$ cat src/rtl/generic_ram_be_if.sv
// Request/response bundle for generic_ram_be. The RAM side uses the slave modport and the
// requester uses the master modport.
interface generic_ram_be_if #(
    parameter int unsigned WIDTH = 32,
    parameter int unsigned DEPTH = 32
);
    localparam int unsigned AW = $clog2(DEPTH);

    logic               req_valid;
    logic               req_ready;
    logic               req_we;
    logic [WIDTH/8-1:0] req_be;
    logic [AW-1:0]      req_addr;
    logic [WIDTH-1:0]   req_wdata;
    logic               rsp_valid;
    logic [WIDTH-1:0]   rsp_rdata;
    logic               rsp_err;
    logic               wr_err;
    logic               busy;

    modport slave (
        input  req_valid, req_we, req_be, req_addr, req_wdata,
        output req_ready, rsp_valid, rsp_rdata, rsp_err, wr_err, busy
    );

    modport master (
        output req_valid, req_we, req_be, req_addr, req_wdata,
        input  req_ready, rsp_valid, rsp_rdata, rsp_err, wr_err, busy
    );
endinterface

$ cat src/rtl/generic_ram_be.sv
// Single-port byte-enabled RAM with valid/ready requests, 1- or 2-cycle registered reads,
// an optional post-reset zeroing sweep and out-of-range address flagging.
module generic_ram_be #(
    parameter int unsigned WIDTH          = 32,
    parameter int unsigned DEPTH          = 32,
    parameter int unsigned READ_LATENCY   = 1,
    parameter bit          CLEAR_ON_RESET = 1'b1,
    parameter string       DATAFILE       = ""
) (
    input logic             clock,
    input logic             reset,
    generic_ram_be_if.slave bus
);
    localparam int unsigned AW = $clog2(DEPTH);
    localparam int unsigned NB = WIDTH / 8;

    typedef enum logic [0:0] {StClear, StRun} state_e;
    localparam state_e ResetState = CLEAR_ON_RESET ? StClear : StRun;

    state_e           state_q, state_d;
    logic [AW-1:0]    clr_ptr_q, clr_ptr_d;
    logic             clr_we;
    logic [WIDTH-1:0] mem_q [DEPTH];

    logic             accept, wr_en, rd_en, in_range;
    logic             rd1_valid_q, rd1_err_q;
    logic [WIDTH-1:0] rd1_data_q;
    logic             wr_err_q;

    // Out-of-range addresses only exist when DEPTH leaves part of the address space unused.
    if (DEPTH == (32'd1 << AW)) begin : g_pow2
        assign in_range = 1'b1;
    end else begin : g_npow2
        assign in_range = (bus.req_addr < AW'(DEPTH));
    end

    assign bus.req_ready = (state_q == StRun);
    assign bus.busy      = (state_q == StClear);
    assign accept        = bus.req_valid && bus.req_ready;
    assign wr_en         = accept && bus.req_we && in_range;
    assign rd_en         = accept && !bus.req_we;

    always_comb begin
        state_d   = state_q;
        clr_ptr_d = clr_ptr_q;
        clr_we    = 1'b0;
        case (state_q)
            StClear: begin
                clr_we    = 1'b1;
                clr_ptr_d = clr_ptr_q + 1'b1;
                if (clr_ptr_q == AW'(DEPTH - 1)) begin
                    state_d   = StRun;
                    clr_ptr_d = '0;
                end
            end
            StRun:   state_d = StRun;
            default: state_d = StRun;
        endcase
    end

    always_ff @(posedge clock or posedge reset) begin
        if (reset) begin
            state_q   <= ResetState;
            clr_ptr_q <= '0;
        end else begin
            state_q   <= state_d;
            clr_ptr_q <= clr_ptr_d;
        end
    end

    initial begin
        for (int i = 0; i < int'(DEPTH); i++) mem_q[i] = '0;
    end

    always_ff @(posedge clock) begin
        if (clr_we) begin
            mem_q[clr_ptr_q] <= '0;
        end else if (wr_en) begin
            for (int i = 0; i < int'(NB); i++) begin
                if (bus.req_be[i]) mem_q[bus.req_addr][8*i +: 8] <= bus.req_wdata[8*i +: 8];
            end
        end
    end

    // Data registers load only on a valid read so rsp_rdata holds between responses.
    always_ff @(posedge clock or posedge reset) begin
        if (reset) begin
            rd1_valid_q <= 1'b0;
            rd1_err_q   <= 1'b0;
            rd1_data_q  <= '0;
            wr_err_q    <= 1'b0;
        end else begin
            rd1_valid_q <= rd_en;
            wr_err_q    <= accept && bus.req_we && !in_range;
            if (rd_en) begin
                rd1_err_q  <= !in_range;
                rd1_data_q <= in_range ? mem_q[bus.req_addr] : '0;
            end
        end
    end

    assign bus.wr_err = wr_err_q;

    if (READ_LATENCY == 2) begin : g_lat2
        logic             rd2_valid_q, rd2_err_q;
        logic [WIDTH-1:0] rd2_data_q;

        always_ff @(posedge clock or posedge reset) begin
            if (reset) begin
                rd2_valid_q <= 1'b0;
                rd2_err_q   <= 1'b0;
                rd2_data_q  <= '0;
            end else begin
                rd2_valid_q <= rd1_valid_q;
                if (rd1_valid_q) begin
                    rd2_err_q  <= rd1_err_q;
                    rd2_data_q <= rd1_data_q;
                end
            end
        end

        assign bus.rsp_valid = rd2_valid_q;
        assign bus.rsp_err   = rd2_err_q;
        assign bus.rsp_rdata = rd2_data_q;
    end else begin : g_lat1
        assign bus.rsp_valid = rd1_valid_q;
        assign bus.rsp_err   = rd1_err_q;
        assign bus.rsp_rdata = rd1_data_q;
    end
endmodule
$ cat src/flat_wrapper.sv
// flat-port wrapper written by rule: the top's interface ports become plain ports
module generic_ram_be_flat 
#(
    parameter int unsigned WIDTH          = 32,
    parameter int unsigned DEPTH          = 32,
    parameter int unsigned READ_LATENCY   = 1,
    parameter bit          CLEAR_ON_RESET = 1'b1,
    parameter string       DATAFILE       = ""
)
  (clock, reset, bus_req_valid, bus_req_we, bus_req_be, bus_req_addr, bus_req_wdata, bus_req_ready, bus_rsp_valid, bus_rsp_rdata, bus_rsp_err, bus_wr_err, bus_busy);
  generic_ram_be_if #(.WIDTH(WIDTH), .DEPTH(DEPTH)) bus_i ();
  input logic clock;
  input logic reset;
  input wire logic [$bits(bus_i.req_valid)-1:0] bus_req_valid;
  input wire logic [$bits(bus_i.req_we)-1:0] bus_req_we;
  input wire logic [$bits(bus_i.req_be)-1:0] bus_req_be;
  input wire logic [$bits(bus_i.req_addr)-1:0] bus_req_addr;
  input wire logic [$bits(bus_i.req_wdata)-1:0] bus_req_wdata;
  output wire logic [$bits(bus_i.req_ready)-1:0] bus_req_ready;
  output wire logic [$bits(bus_i.rsp_valid)-1:0] bus_rsp_valid;
  output wire logic [$bits(bus_i.rsp_rdata)-1:0] bus_rsp_rdata;
  output wire logic [$bits(bus_i.rsp_err)-1:0] bus_rsp_err;
  output wire logic [$bits(bus_i.wr_err)-1:0] bus_wr_err;
  output wire logic [$bits(bus_i.busy)-1:0] bus_busy;
  assign bus_i.req_valid = bus_req_valid;
  assign bus_i.req_we = bus_req_we;
  assign bus_i.req_be = bus_req_be;
  assign bus_i.req_addr = bus_req_addr;
  assign bus_i.req_wdata = bus_req_wdata;
  assign bus_req_ready = bus_i.req_ready;
  assign bus_rsp_valid = bus_i.rsp_valid;
  assign bus_rsp_rdata = bus_i.rsp_rdata;
  assign bus_rsp_err = bus_i.rsp_err;
  assign bus_wr_err = bus_i.wr_err;
  assign bus_busy = bus_i.busy;
  generic_ram_be #(.WIDTH(WIDTH), .DEPTH(DEPTH), .READ_LATENCY(READ_LATENCY), .CLEAR_ON_RESET(CLEAR_ON_RESET), .DATAFILE(DATAFILE)) u_core (.clock(clock), .reset(reset), .bus(bus_i));
endmodule
$ cat config.mk
export PLATFORM = sky130hd
export DESIGN_NAME = generic_ram_be_flat
export DESIGN_NICKNAME = d
export VERILOG_FILES = /design/src/rtl/generic_ram_be_if.sv /design/src/rtl/generic_ram_be.sv /design/src/flat_wrapper.sv
export SDC_FILE = /design/constraint.sdc
export NUM_CORES = 1
export LEC_CHECK = 0
export CAP_MARGIN = 20
export CORE_MARGIN = 1
export CORE_UTILIZATION = 45
export DETAILED_ROUTE_END_ITERATION = 10
export HOLD_SLACK_MARGIN = 0.1
export SLEW_MARGIN = 40
export SYNTH_ARGS = -nofsm -noshare
export SYNTH_HDL_FRONTEND = slang
export SYNTH_SLANG_ARGS = --single-unit
$ cat constraint.sdc
create_clock -name clock -period 2.85 [get_ports clock]
set_input_delay 0.57 -clock clock [delete_from_list [all_inputs] [get_ports clock]]
set_output_delay 0.57 -clock clock [all_outputs]
set_load 0.005 [all_outputs]
# After elaboration in Yosys (flattened, before gate mapping)
# Memories as Yosys holds them, arrays and structs flattened. A register that Yosys moved wholly into a read port is not among the register bits.
# Index checks and enable logic that the tools add are counted.
classes:
  add_sub_neg: 1
  n_eq_ne: 1
  n_mux: 23
  bitwise: 1
  reduce_logical: 5
ops:
  columns: ["op", "n"]
  rows:
  - ["$mux 32", 1]
  - ["$reduce_or 32->1", 1]
  - ["$mux 1", 18]
  - ["$mux 5", 2]
  - ["$add 5x1->5 const B", 1]
  - ["$eq 5x5->1 const B", 1]
  - ["$mux 4", 1]
  - ["$logic_and 1x1->1", 3]
  - ["$pmux 1 s2", 1]
  - ["$logic_not 1->1", 1]
  - ["$not 1->1", 1]
totals:
  register_bits: 7
  ram_bits: 1024
  inputBits: 45
  wordCells: 35
  n_memories: 1
mem_list:
  columns: ["name", "depth", "width", "read_ports", "rd_clocked_by_memory_dff", "write_ports", "line_no", "source"]
  rows:
  - ["u_core.mem_q", 32, 32, 1, 1, 1, "generic_ram_be.sv:23", "logic [WIDTH-1:0] mem_q [DEPTH];"]

# Depth between registers and ports, before layout
logic_depth:
  ltp_word: 7
  mapped_depth: 9
  mapped_depth_nobuf: 6

# Least setup slack after synthesis
# Ideal clock, no wire load.
synth_path:
  kind: "input to register"
  startpoint: "input port bus_req_addr[0]"
  endpoint: "memory u_core.mem_q[4][0], enable pin"
  setup_ps: 370
  arrival_time_ps: 2109
  t_required_ps: 2480
  slack_ps: 371
  cell_stages: 7
  n_path_buf: 4
  cell_sequence: "buf_4 -> buf_8 -> buf_4 -> buf_4 -> nor2_1 -> a31oi_1 -> nor2_1"
synth_between:
  elab_chain_cells: 1
synth_lines:
  columns: ["element", "line_no", "source"]
  rows:
  - ["start, declared", "flat_wrapper.sv:17", "input wire logic [$bits(bus_i.req_addr)-1:0] bus_req_addr;"]
  - ["$mux 5 (no source line)", null, null]
  - ["end, declared", "generic_ram_be.sv:23", null]
# No other way between the ends.

# Final worst setup path
layout_path:
  startpoint: "input port bus_req_be[1]"
  endpoint: "memory u_core.mem_q[17][20], enable pin"
layout_between:
  elab_chain_cells: 6
  word_cells_on_any_way: 7
layout_lines:
  columns: ["element", "line_no", "source"]
  rows:
  - ["start, declared", "flat_wrapper.sv:16", "input wire logic [$bits(bus_i.req_be)-1:0] bus_req_be;"]
  - ["$mux 1 *", "generic_ram_be.sv:80", "if (bus.req_be[i]) mem_q[bus.req_addr][8*i +: 8] <= bus.req_wdata[8*i +: 8];"]
  - ["$mux 1 *", "generic_ram_be.sv:78", "end else if (wr_en) begin"]
  - ["$mux 1 *", "generic_ram_be.sv:76", "if (clr_we) begin"]
  - ["$mux 1 (implied by the code) *", "generic_ram_be.sv:80", null]
  - ["$reduce_or 32->1 (no source line) *", null, null]
  - ["$mux 5 (no source line) / $mux 4 (equally long branches)", null, null]
# Every way passes the cells marked *; elsewhere a longest branch is shown, timed or not.

==> flow_summary_export.csv <==
group,metric,value,unit
outcome,outcome,"finished, final reports clean",
floorplanning,io_pins,82,
yosys,ys_ff_latch,1063,
detailed_routing,ant_nets,0,
global_routing,grt_overflow,0,
sta,post-route-min-period,2718,ps
detailed_routing,drt_pass1_iterations,5,
sta,hold_violations,0,
global_routing,grt_pass1_vias,23700,
critical_path,critical_path_class,"in2reg",
yosys,synth_top_area_cell,"edfxtp_1",
sta,fmax,0.3679,GHz
yosys,syn_area_per_cell,17.79,sq um
critical_path,cp-end-kind,"flip-flop",
power,peakVddDrop,0.0005151,V
global_routing,antenna_found_initial,2,
sta,post-route-period-util,95.38,%
final_layout,layout_commonest_cell,"edfxtp_1",
global_routing,grt_first_pass_wirelength,157000,um
final_layout,area_growth,19.74,%
critical_path,cp.arrival,3000,ps
power,finalPower,33.58,mW
cts,post-cts-setup-buffer-count,0,
yosys,synth_area,0.04271,sq mm
floorplanning,rows,112,
worst_hold_path,min_path_type,"in2async",
detailed_routing,avgViaCountPerCell,5.680,
yosys,synth_warnings,0,
power,cellLeakagePower,19.99,nW
global_routing,grt_usage,22.43,%
detailed_routing,drc,0,
yosys,syn-instance-count,2401,
final_layout,final_nets,2800,
sta,worst_slew_pin_slew,797.4,ps
final_layout,fin_area,0.05114,sq mm
detailed_routing,num_vias,23280,
cts,cts_buffers,106,
cts,clkLatencyLatePin,670,ps
yosys,synth_seq_area_share,74.29,%
critical_path,worst_setup_path_start_kind,"input pin",
yosys,synthArstFlopShare,3.669,%
critical_path,required,3130,ps
yosys,synth_top_area_share,72.00,%
cts,root_buffer,"clkbuf_16",
floorplanning,die_x,310.1,um
sta,relSlewSlack,46.64,%
placement,place_congestion,0.8475,
sta,rsz0062_at_grt,"false",
final_layout,finalNonFillerCells,4099,
yosys,ys.flop_type,"edfxtp_1",
cts,cts.path.max_buffers,3,
placement,hpwl,69090,um
cts,cts-htree-levels,3,
cts,cts_hold_buf,0,
cts,clkSlewWorstSetupHoldPaths,60,ps
placement,place_area,0.04755,sq mm
yosys,synth.distinct_cells,43,
detailed_routing,drt_iter0_drc,2185,
detailed_routing,totalWireLength,107600,um
floorplanning,initial_utilization,45.62,%
placement,dpl.cell_count,3899,
run,cap_violations,0,
global_routing,grt_max_degree,66,
cts,clock_sinks,1063,
placement,port-buffer-count,79,
yosys,synth_enable_flop_cells,1024,
final_layout,mostFrequentLayoutCells,"1024 x edfxtp_1, 512 x mux2i_1, 247 x buf_4",
floorplanning,die_area,0.09614,sq mm
sta,skew,22.17,ps
sta,slew_viol_final,0,
critical_path,cp_max_fo,28,
floorplanning,coreArea,0.09361,sq mm
sta,setup_viol,0,
cts,cts_tree,"yes",
cts,cts.repair.resized,0,
yosys,yosys-top-cells-area,"edfxtp_1 72%, mux2i_1 12%, dfrtp_1 2.3%, a22oi_1 2.3%, a221oi_2 1.8%",
final_layout,drive_above_1_share,21.25,%
floorplanning,dieHeight,310.1,um
detailed_routing,wl_per_cell,26.25,um
power,powerDensity,656.6,mW/mm^2
[path summary, 6_finish.rpt]
path	from	end	slack, ps	cells past startpoint
worst max-delay path	bus_req_be[1]	u_core.mem_q[17][20]$_DFFE_PP_	130	8
worst min-delay path	reset	u_core.bus.rsp_valid$_DFF_PP0_	310	2
worst max register to register	u_core.bus.req_ready$_DFF_PP0_	u_core.mem_q[17][20]$_DFFE_PP_	280	6
worst min register to register	u_core.bus.rsp_rdata[10]$_DFFE_PP0P_	u_core.bus.rsp_rdata[10]$_DFFE_PP0P_	500	2
max in group asynchronous	reset	u_core.bus.rsp_rdata[27]$_DFFE_PP0P_	1920	3
min in group clock	u_core.bus.rsp_rdata[10]$_DFFE_PP0P_	u_core.bus.rsp_rdata[10]$_DFFE_PP0P_	500	2
[cell families (layout without fill, tap and decap cells)]
family,count (synthesis),count (layout),share of synthesized area [%]
adder cells (fa/ha/maj),2,2,0.05859
buffers and inverters,160,601,2.215
multiplexers,514,514,12.05
AO/OA/AOI/OAI,416,416,8.745
flip-flops,1063,1063,74.29
other,1,4,0.008781
AND/OR/NAND/NOR,245,245,2.631
[stage by stage]
| stage | setup TNS, ps | util [%] | setup WS [ps] | hold slack (ps) |
|---|---|---|---|---|
| finish | 0 | 54.63 | 131.6 | 312.1 |
| global route | 0 | 54.62 | 52.27 | 362.8 |
| CTS | 0 | 54.62 | 169.3 | 292.4 |
| global placement | -288410 | 50.75 | -626.3 | 492.7 |
| detailed placement | -307440 | 50.79 | -560.3 | 479.5 |
| floorplan | 0 | - | 370.8 | 473.6 |
[cells in the mapped netlist, drive strengths merged (2+ instances only)]
cell and number:
mux2 2, o21ai 4, o22ai 32, mux2i 512, nor3 10, a221oi 64
nor2b 6, nand3b 2, ha 2, o41ai 32, clkbuf 58, a22oi 128
nand2 38, edfxtp 1024, a41oi 6, inv 3, a21oi 75, nand2b 8
nor4 7, and2 33, buf 99, nor2 134, dfrtp 39, or2 2
a31oi 10, a22o 64
[power breakdown]
part | internal (mW) | total, mW | switching, mW
combinational | 0.927 | 2.13 | 1.20
sequential | 17.1 | 17.2 | 0.0822
clock | 8.34 | 14.2 | 5.88
[critical path, stage by stage]
cell,delay [ps]
clkdlybuf4s50_1,540
nor4_4,70
buf_4,170
nor3_4,260
buf_4,340
a31oi_1,240
buf_12,200
nor2_1,590
[routing by layer]
layer | wire length (um) | GRT usage (%) | part of all wire (%)
met2 | 52440 | 37.12 | 49
met3 | 6529 | 2.997 | 6.1
met5 | 0 | 0 | 0
met1 | 46380 | 31.22 | 43
met4 | 2260 | 6.083 | 2.1
[state kept, by name (all words and copies together), names as in the netlist]
signal / count
u_core.mem_q: 1024
u_core.bus.rsp_valid: 1
u_core.bus.req_ready: 1
u_core.bus.rsp_rdata: 32
u_core.clr_ptr_q: 5
[area by class of cell]
type,count,area (sq um)
fill,7324,42470
sequential,1063,31730
multi-input combinational,1179,10110
timing repair buffer,400,4131
clock buffer,127,2781
tap,1254,1569
clock inverter,71,804.5
inverter,3,11.26
antenna,2,5.005
Power figures use the tool's default switching activity.
